## src/rtl/single_pkg.sv

```systemverilog
// Shared constants, operand classes and the 2^(j/32) fraction table
// for the single-precision base-2 power pipeline.
package single_pkg;

    localparam int          SINGLE_BIAS = 127;
    localparam logic [31:0] SINGLE_QNAN = 32'h7FC00000;
    localparam logic [31:0] SINGLE_PINF = 32'h7F800000;

    typedef enum logic [1:0] {
        CLS_NUM = 2'd0,
        CLS_NAN = 2'd1,
        CLS_OVF = 2'd2,
        CLS_UNF = 2'd3
    } cls_e;

    // Entry j holds round(2^(j/32) * 2^23) - 2^23; the last entry closes the octave.
    localparam logic [23:0] POW2_TABLE [0:32] = '{
        24'd0,       24'd183687,  24'd371395,  24'd563215,
        24'd759234,  24'd959546,  24'd1164243, 24'd1373424,
        24'd1587184, 24'd1805626, 24'd2028850, 24'd2256963,
        24'd2490071, 24'd2728283, 24'd2971711, 24'd3220470,
        24'd3474675, 24'd3734447, 24'd3999908, 24'd4271181,
        24'd4548394, 24'd4831678, 24'd5121164, 24'd5416990,
        24'd5719293, 24'd6028216, 24'd6343903, 24'd6666503,
        24'd6996167, 24'd7333050, 24'd7677309, 24'd8029107,
        24'd8388608
    };

endpackage

```

## src/rtl/single_to_fixed.sv

```systemverilog
// Stage 1: classifies a single-precision operand and converts it to
// signed Q9.23, split into integer part n and fraction f.
module single_to_fixed
    import single_pkg::*;
(
    input  logic        clk,
    input  logic        reset_n,
    input  logic        valid_i,
    input  logic [31:0] a_i,
    output logic        valid_o,
    output logic [1:0]  cls_o,
    output logic [8:0]  n_o,
    output logic [22:0] f_o
);

    logic        signBit;
    logic [7:0]  expField;
    logic [22:0] fracField;
    logic [30:0] magnitude_d;
    logic [31:0] fixed_d;
    cls_e        cls_d;

    logic        valid_q;
    cls_e        cls_q;
    logic [8:0]  n_q;
    logic [22:0] f_q;

    assign signBit   = a_i[31];
    assign expField  = a_i[30:23];
    assign fracField = a_i[22:0];

    // Range flags look at the exact operand, so -126.5 underflows even
    // though its truncated fixed-point value would still be representable.
    always_comb begin
        magnitude_d = '0;
        cls_d       = CLS_NUM;
        if (expField == 8'hFF) begin
            if (fracField != 23'd0) begin
                cls_d = CLS_NAN;
            end else begin
                cls_d = signBit ? CLS_UNF : CLS_OVF;
            end
        end else if (expField != 8'd0) begin
            if (expField >= 8'd134) begin
                cls_d = signBit ? CLS_UNF : CLS_OVF;
            end else if (signBit && (expField == 8'd133) && (fracField > 23'h7C0000)) begin
                cls_d = CLS_UNF;
            end
            if (expField >= 8'd127) begin
                magnitude_d = {7'b0, 1'b1, fracField} << (expField - 8'd127);
            end else begin
                magnitude_d = {7'b0, 1'b1, fracField} >> (8'd127 - expField);
            end
        end
    end

    assign fixed_d = signBit ? (32'd0 - {1'b0, magnitude_d}) : {1'b0, magnitude_d};

    always_ff @(posedge clk or negedge reset_n) begin
        if (!reset_n) begin
            valid_q <= 1'b0;
        end else begin
            valid_q <= valid_i;
        end
    end

    always_ff @(posedge clk) begin
        if (valid_i) begin
            cls_q <= cls_d;
            n_q   <= fixed_d[31:23];
            f_q   <= fixed_d[22:0];
        end
    end

    assign valid_o = valid_q;
    assign cls_o   = cls_q;
    assign n_o     = n_q;
    assign f_o     = f_q;

endmodule

```

## src/rtl/single_base2_pow.sv

```systemverilog
// Three-stage 2^x for IEEE-754 single: fixed-point conversion, table
// interpolation of the fractional power, then exponent assembly.
module single_base2_pow
    import single_pkg::*;
(
    input  logic        clk,
    input  logic        reset_n,
    input  logic        in_valid,
    input  logic [31:0] a,
    output logic        out_valid,
    output logic [31:0] c,
    output logic        overflow,
    output logic        underflow
);

    logic        s1Valid;
    logic [1:0]  s1ClsRaw;
    logic [8:0]  s1N;
    logic [22:0] s1F;

    logic [5:0]  idxLo;
    logic [5:0]  idxHi;
    logic [23:0] tLo;
    logic [23:0] delta;
    logic [41:0] product;
    logic [23:0] interp;
    logic [22:0] mant_d;

    logic        s2Valid_q;
    cls_e        s2Cls_q;
    logic [8:0]  s2N_q;
    logic [22:0] s2Mant_q;

    logic [9:0]  biasedExp;
    logic [31:0] c_d;
    logic        ovf_d;
    logic        unf_d;

    logic        outValid_q;
    logic [31:0] c_q;
    logic        ovf_q;
    logic        unf_q;

    single_to_fixed u_stage1 (
        .clk     (clk),
        .reset_n (reset_n),
        .valid_i (in_valid),
        .a_i     (a),
        .valid_o (s1Valid),
        .cls_o   (s1ClsRaw),
        .n_o     (s1N),
        .f_o     (s1F)
    );

    // The top five fraction bits pick a table segment, the low 18 bits
    // interpolate linearly inside it.
    assign idxLo   = {1'b0, s1F[22:18]};
    assign idxHi   = idxLo + 6'd1;
    assign tLo     = POW2_TABLE[idxLo];
    assign delta   = POW2_TABLE[idxHi] - tLo;
    assign product = 42'(delta) * 42'(s1F[17:0]);
    assign interp  = 24'(product >> 18);
    assign mant_d  = 23'(tLo + interp);

    always_ff @(posedge clk or negedge reset_n) begin
        if (!reset_n) begin
            s2Valid_q <= 1'b0;
        end else begin
            s2Valid_q <= s1Valid;
        end
    end

    always_ff @(posedge clk) begin
        if (s1Valid) begin
            s2Cls_q  <= cls_e'(s1ClsRaw);
            s2N_q    <= s1N;
            s2Mant_q <= mant_d;
        end
    end

    assign biasedExp = {s2N_q[8], s2N_q} + 10'(SINGLE_BIAS);

    always_comb begin
        c_d   = 32'd0;
        ovf_d = 1'b0;
        unf_d = 1'b0;
        case (s2Cls_q)
            CLS_NAN: c_d = SINGLE_QNAN;
            CLS_OVF: begin
                c_d   = SINGLE_PINF;
                ovf_d = 1'b1;
            end
            CLS_UNF: unf_d = 1'b1;
            default: begin
                if (biasedExp[9] || (biasedExp == 10'd0)) begin
                    unf_d = 1'b1;
                end else if (biasedExp >= 10'd255) begin
                    c_d   = SINGLE_PINF;
                    ovf_d = 1'b1;
                end else begin
                    c_d = {1'b0, biasedExp[7:0], s2Mant_q};
                end
            end
        endcase
    end

    // Result registers only move when a result lands, so idle cycles
    // keep presenting the last answer.
    always_ff @(posedge clk or negedge reset_n) begin
        if (!reset_n) begin
            outValid_q <= 1'b0;
            c_q        <= 32'd0;
            ovf_q      <= 1'b0;
            unf_q      <= 1'b0;
        end else begin
            outValid_q <= s2Valid_q;
            if (s2Valid_q) begin
                c_q   <= c_d;
                ovf_q <= ovf_d;
                unf_q <= unf_d;
            end
        end
    end

    assign out_valid = outValid_q;
    assign c         = c_q;
    assign overflow  = ovf_q;
    assign underflow = unf_q;

endmodule
```

## config.mk

```make
export PLATFORM = sky130hd
export DESIGN_NAME = single_base2_pow
export DESIGN_NICKNAME = d
export VERILOG_FILES = /design/src/rtl/single_pkg.sv /design/src/rtl/single_to_fixed.sv /design/src/rtl/single_base2_pow.sv
export SDC_FILE = /design/constraint.sdc
export NUM_CORES = 1
export LEC_CHECK = 0
export ABC_AREA = 1
export CAP_MARGIN = 5
export CORE_MARGIN = 4
export CORE_UTILIZATION = 55
export CTS_CLUSTER_DIAMETER = 120
export DETAILED_ROUTE_END_ITERATION = 16
export GPL_ROUTABILITY_DRIVEN = 0
export HOLD_SLACK_MARGIN = 0.05
export PLACE_DENSITY = 0.72
export SYNTH_ARGS = -nofsm -noshare
export SYNTH_HDL_FRONTEND = slang
export SYNTH_SLANG_ARGS = --single-unit
```

## constraint.sdc

```tcl
create_clock -name clk -period 16.35 [get_ports clk]
set_clock_uncertainty 0.15 [all_clocks]
set_input_delay 3.27 -clock clk [delete_from_list [all_inputs] [get_ports clk]]
set_output_delay 3.27 -clock clk [all_outputs]
set_load 0.01 [all_outputs]
```

Word level (Yosys, flattened, before mapping)
Memory sizes are Yosys's and may differ from the RTL's.
Cells that the tools add are included.

cells by class
  add/sub/neg operators = 7
  multiply operators = 1
  order comparisons = 6
  equal/unequal tests = 5
  shift-type cells = 2
  muxes and demuxes = 22
  bitwise operators = 2
  reduce and logical (&&, ||, !) cells = 8

operators by type and width
  operator                 count
  $mux W31                 6
  $mux W24                 4
  $pmux W31 S3             1
  $mul A24 B18 Y41         1
  $sub A1 B31 Y32 const A  1
  $shl A24 B8 Y31          1
  $shr A24 B8 Y31          1
  $sub A24 B24 Y24         1
  $add A23 B23 Y23         1
  $gt A23 B23 Y1 const B   1
  $reduce_bool A23 Y1      1
  $eq A8 B8 Y1 const B     2
  $ge A7 B7 Y1 const B     2
  $add A9 B8 Y10 const B   1
  $ge A10 B8 Y1 const B    1
  $logic_not A10 Y1        1
  $mux W2                  5
  $ge A8 B7 Y1 const B     1
  $ge A8 B8 Y1 const B     1
  $reduce_bool A8 Y1       1
  $sub A7 B8 Y8 const A    1
  $sub A8 B7 Y8 const B    1
  $not A5 Y7               1
  $not A6 Y7               1
  other kinds (8)          15

word-level totals
  register bits = 105
  memory bits (read-only) = 3072
  input bits = 35
  memories kept = 2

memories
  name              words  width  read ports  clocked after Yosys merged registers in  wr ports  line                    RTL
  (name not given)  64     24     1           0                                        0         single_base2_pow.sv:60  assign delta = POW2_TABLE[idxHi] - tLo;
  (name not given)  64     24     1           0                                        0         single_base2_pow.sv:59  assign tLo = POW2_TABLE[idxLo];

Depth between registers and ports, before layout
  word-level depth = 8
  depth in mapped cells = 59

Modules after synthesis
Synthesis repeated with hierarchy kept, for this count alone.

second synthesis, totals
  cell total of the unflattened synthesis = 3896
  area, all modules = 26997.1 um2

by module, submodules not included
  module            instances  cells each  area an instance (um2)  sequential area each (um2)
  single_base2_pow  1          2858        21100.2                 1896.8
  single_to_fixed   1          1038        5896.9                  1046.0

Worst setup path before layout
Ideal clock, no wire load.

  path type = register -> register
  from = register u_stage1.f_q[18], in the netlist u_stage1.f_o[18]
  to = register s2Mant_q[20] (data pin)
  data arrival time = 10.581 ns
  path slack = 5.354 ns
  cell stages (with the launch flop) = 54
  clock period less this slack = 10.996 ns
  cell sequence = edfxtp_1 clkbuf_1 clkbuf_1 inv_1 ha_1 clkbuf_1 nand2_1 nand2_1 o21ai_0 a31oi_1 nor3_1 ha_1 nand3_1 nand2_1 a21oi_1 o21ai_0 a21oi_1 o21ai_0 [18 not listed] o21ai_0 xor2_1 ha_1 inv_1 fa_1 nand3b_1 nand2_1 a21oi_1 o21ai_0 inv_1 nor2_1 nor2_1 o21ai_0 a21oi_1 o21ai_0 a21oi_1 o21ai_0 xor2_1

between the ends
  cells in the longest elaborated chain, start to end = 8
  elaborated cells on any way between the ends = 12

RTL lines
  what                                          line                    RTL
  from (decl)                                   single_to_fixed.sv:26   logic [22:0] f_q;
  from (signal assigned)                        single_to_fixed.sv:71   f_q <= fixed_d[22:0];
  $add A5 B1 Y6                                 single_base2_pow.sv:58  assign idxHi = idxLo + 6'd1;
  $not A6 Y7 (not written as such)              single_base2_pow.sv:60
  $mem_v2 Z64 W24                               -
  $mux W24 (not written as such) (2 in series)  single_base2_pow.sv:60
  $sub A24 B24 Y24                              single_base2_pow.sv:60
  $mul A24 B18 Y41                              single_base2_pow.sv:61  assign product = 42'(delta) * 42'(s1F[17:0]);
  $add A23 B23 Y23 *                            single_base2_pow.sv:63  assign mant_d = 23'(tLo + interp);
  via mant_d[20]                                single_base2_pow.sv:27  logic [22:0] mant_d;
  to (signal assigned)                          single_base2_pow.sv:77  s2Mant_q <= mant_d;
  to (decl)                                     single_base2_pow.sv:32  logic [22:0] s2Mant_q;

The timed path passes the listed nets; every way through them passes the cells marked *. The select of a mux whose other input is x is not followed.
A chain may end at the register's enable or synchronous reset.

Worst setup path in the final report
Ends and elaborated chain as after synthesis.

==> impl_metrics.yaml <==
sta:
  rsz0062_at_grt: "no"
  fin_setup_tns_ns: 0
  layout_min_cycle_time_ns: 14.07
  final_max_slew_viol_count: 0
  max_freq_mhz: 71.1
  slew_headroom: 0.309
  post-route-period-util: 0.861
  final-setup-viol-count: 0
  worst_pin_slew_ns: 1.03
  hold_viol_final: 0
clock_tree:
  clock-sinks: 104
  numCtsBuffers: 9
  cts_tree: "done"
  clk_latency_ns: 0.36
  cts_root_buf: "clkbuf_16"
  clock_path_buffers: 2
  cts_resized: 0
  htreeDepth: 3
  clk_pin_slew_ns: 0.07
  post-cts-setup-buffers: 0
  ctsHoldBuffers: 0
yosys:
  synth-edff-count: 68
  synthAdderAreaFrac: 0.363
  synth.area.mux_share: 0
  synth_compound_area_frac: 0.0945
  ys_types: 57
  yosysWarningCount: 0
  synth_top_family_by_area: "adder cells"
  syn_area_sq_mm: 0.0256
  ys_seq_elements: 104
  ys.flop_type: "edfxtp_1"
  synth_cells: 3628
  async_reset_ff_frac: 0.346
  synth_top_area_share: 0.274
  synth-simple-area-share: 0.265
  synthesis.nets: 4197
  ys_top_cells_by_area: "fa_1 27%, nand2_1 11%, inv_1 10%, ha_1 8.9%, edfxtp_1 8.0%"
  yosysTopAreaCell: "fa_1"
  synth_xor_area_frac: 0.0324
  syn_area_per_cell_sq_um: 7.07
  ys_seq_area_frac: 0.115
floorplanning:
  die_w_microns: 224
  floorplan.initialDensity: 0.560
  die_h_microns: 224
  rows: 78
  core_sq_mm: 0.0458
  die_area_sq_mm: 0.0501
  pin_count: 70
global_route:
  grt_pass1_wl_microns: 125000
  gr-usage-met2: 0.483
  grt_use_total: 0.309
  globalRouteMet1Util: 0.427
  busiest_layer: "met2"
  grt_max_degree: 52
  grt_pass1_vias: 23500
  antenna_found_initial: 0
  overflow: 0
  gr-usage-met3: 0.0653
critical_path:
  crit_family: "adder cells"
  slowest_delay_ns: 0.85
  arrival_ns: 14.02
  slowest_stage: "edfxtp_1"
  criticalPathCategory: "flip-flop to flip-flop"
  critPathBufInv: 9
  critPathLaunchType: "flip-flop"
  crit_required_ns: 16.30
  cp_max_fo: 24
  rrSetupSlack_ns: 2.28
  end_kind: "flip-flop"
place:
  hpwl_microns: 62700
  port_buffers: 68
min_path:
  hp-class: "flip-flop to flip-flop"
detailed_routing:
  vias_per_cell: 5.74
  wl_per_cell_microns: 18.4
  drt_wl_total_microns: 77200
  final_antenna_net_count: 0
  drt_iter0_markers: 3062
  drc_errors: 0
  firstDrtPassIters: 10
  vias: 24100
cells_and_area:
  fillCellCount: 4311
  diodes: 0
  area_growth_pct: 4.94
  layout.nets: 4153
  layout-drive-gt1-share: 0.0357
  final_common_cell: "nand2_1"
  layout_common_cells: "741 x nand2_1, 683 x inv_1, 404 x nor2_1, 351 x fa_1, 289 x nand3_1"
outcome:
  outcome: "complete, no violations"
flow_run:
  drv_cap: 0
layer usage:
layer / vias to the layer above / routed length (microns)
li1: 11200 / -
met4: 0 / 3410
met1: 11300 / 31600
met3: 235 / 7920
met2: 1304 / 34300
met5: - / 0
synthesized netlist by cell type, types with 3 or more instances:
cell type,n
and2_1,3
nand2_2,15
o211ai_1,12
o31ai_1,7
edfxtp_1,68
o21ai_1,16
o2111ai_1,5
buf_6,4
xnor2_1,30
inv_2,11
o21ai_2,4
xor2_1,65
a22oi_1,3
nand3_2,6
buf_2,33
a211oi_1,4
o21bai_1,4
o22ai_1,11
nand4_1,54
o21ai_0,159
buf_4,7
or2_2,29
o221ai_1,7
ha_1,183
a21oi_1,160
dfrtp_1,36
nor2_1,405
a31oi_1,14
o21a_1,9
clkinv_1,13
nand3b_1,7
fa_1,351
clkbuf_1,94
nor3_1,29
inv_1,683
buf_1,14
nand2_1,741
a221oi_1,5
nor4_1,7
nand3_1,289
nor2_2,10
state kept, by name, indices dropped and copies added, names as in the netlist, 2 cells and up:
name,count
c,31
s2Cls_q,2
s2Mant_q,23
s2N_q,9
u_stage1.cls_o,2
u_stage1.f_o,23
u_stage1.n_o,9
path summary, 6_finish.rpt:
path                             startpoint           end  depth (start not counted)
min in group asynchronous           reset_n         c[27]                          1
max                        u_stage1.f_o[18]  s2Mant_q[20]                         50
min                         u_stage1.n_o[0]      s2N_q[0]                          0
max reg2reg                u_stage1.f_o[18]  s2Mant_q[20]                         50
min reg2reg                 u_stage1.n_o[0]      s2N_q[0]                          0
max in group asynchronous           reset_n         c[11]                          1
through the flow:
stage	area, sq um	std cells	hold WS [ns]	setup WS, ns	util
floorplan	25600	3628	0.250	5.35	-
global placement	26600	4173	0.254	2.92	0.582
detailed placement	26600	4173	0.260	2.63	0.582
CTS	26900	4189	0.278	2.61	0.588
global route	26900	4189	0.291	1.28	0.588
finish	26900	4189	0.276	2.28	0.588
final cells by class:
class,instances,area [sq um],area share
multi-input combinational,2665,19400,0.720
sequential,104,2940,0.109
inverter,707,2650,0.0986
timing repair buffer,97,893,0.0332
tap,600,751,0.0279
clock buffer,9,225,0.00837
clock inverter,7,63.8,0.00237
logic make-up (layout without fill, tap and decap cells):
kind of cell,Yosys count,count (layout)
and+or+nand+nor,1602,1602
buffers and inverters,859,820
adders and majority gates,534,534
AOI/OAI and AO/OA,433,433
DFF,104,104
xor gates and xnor gates,95,95
other,1,1
Power is left out: the tool's default activity adds up to more than one toggle a clock period on the data nets, which glitch-free logic cannot reach.
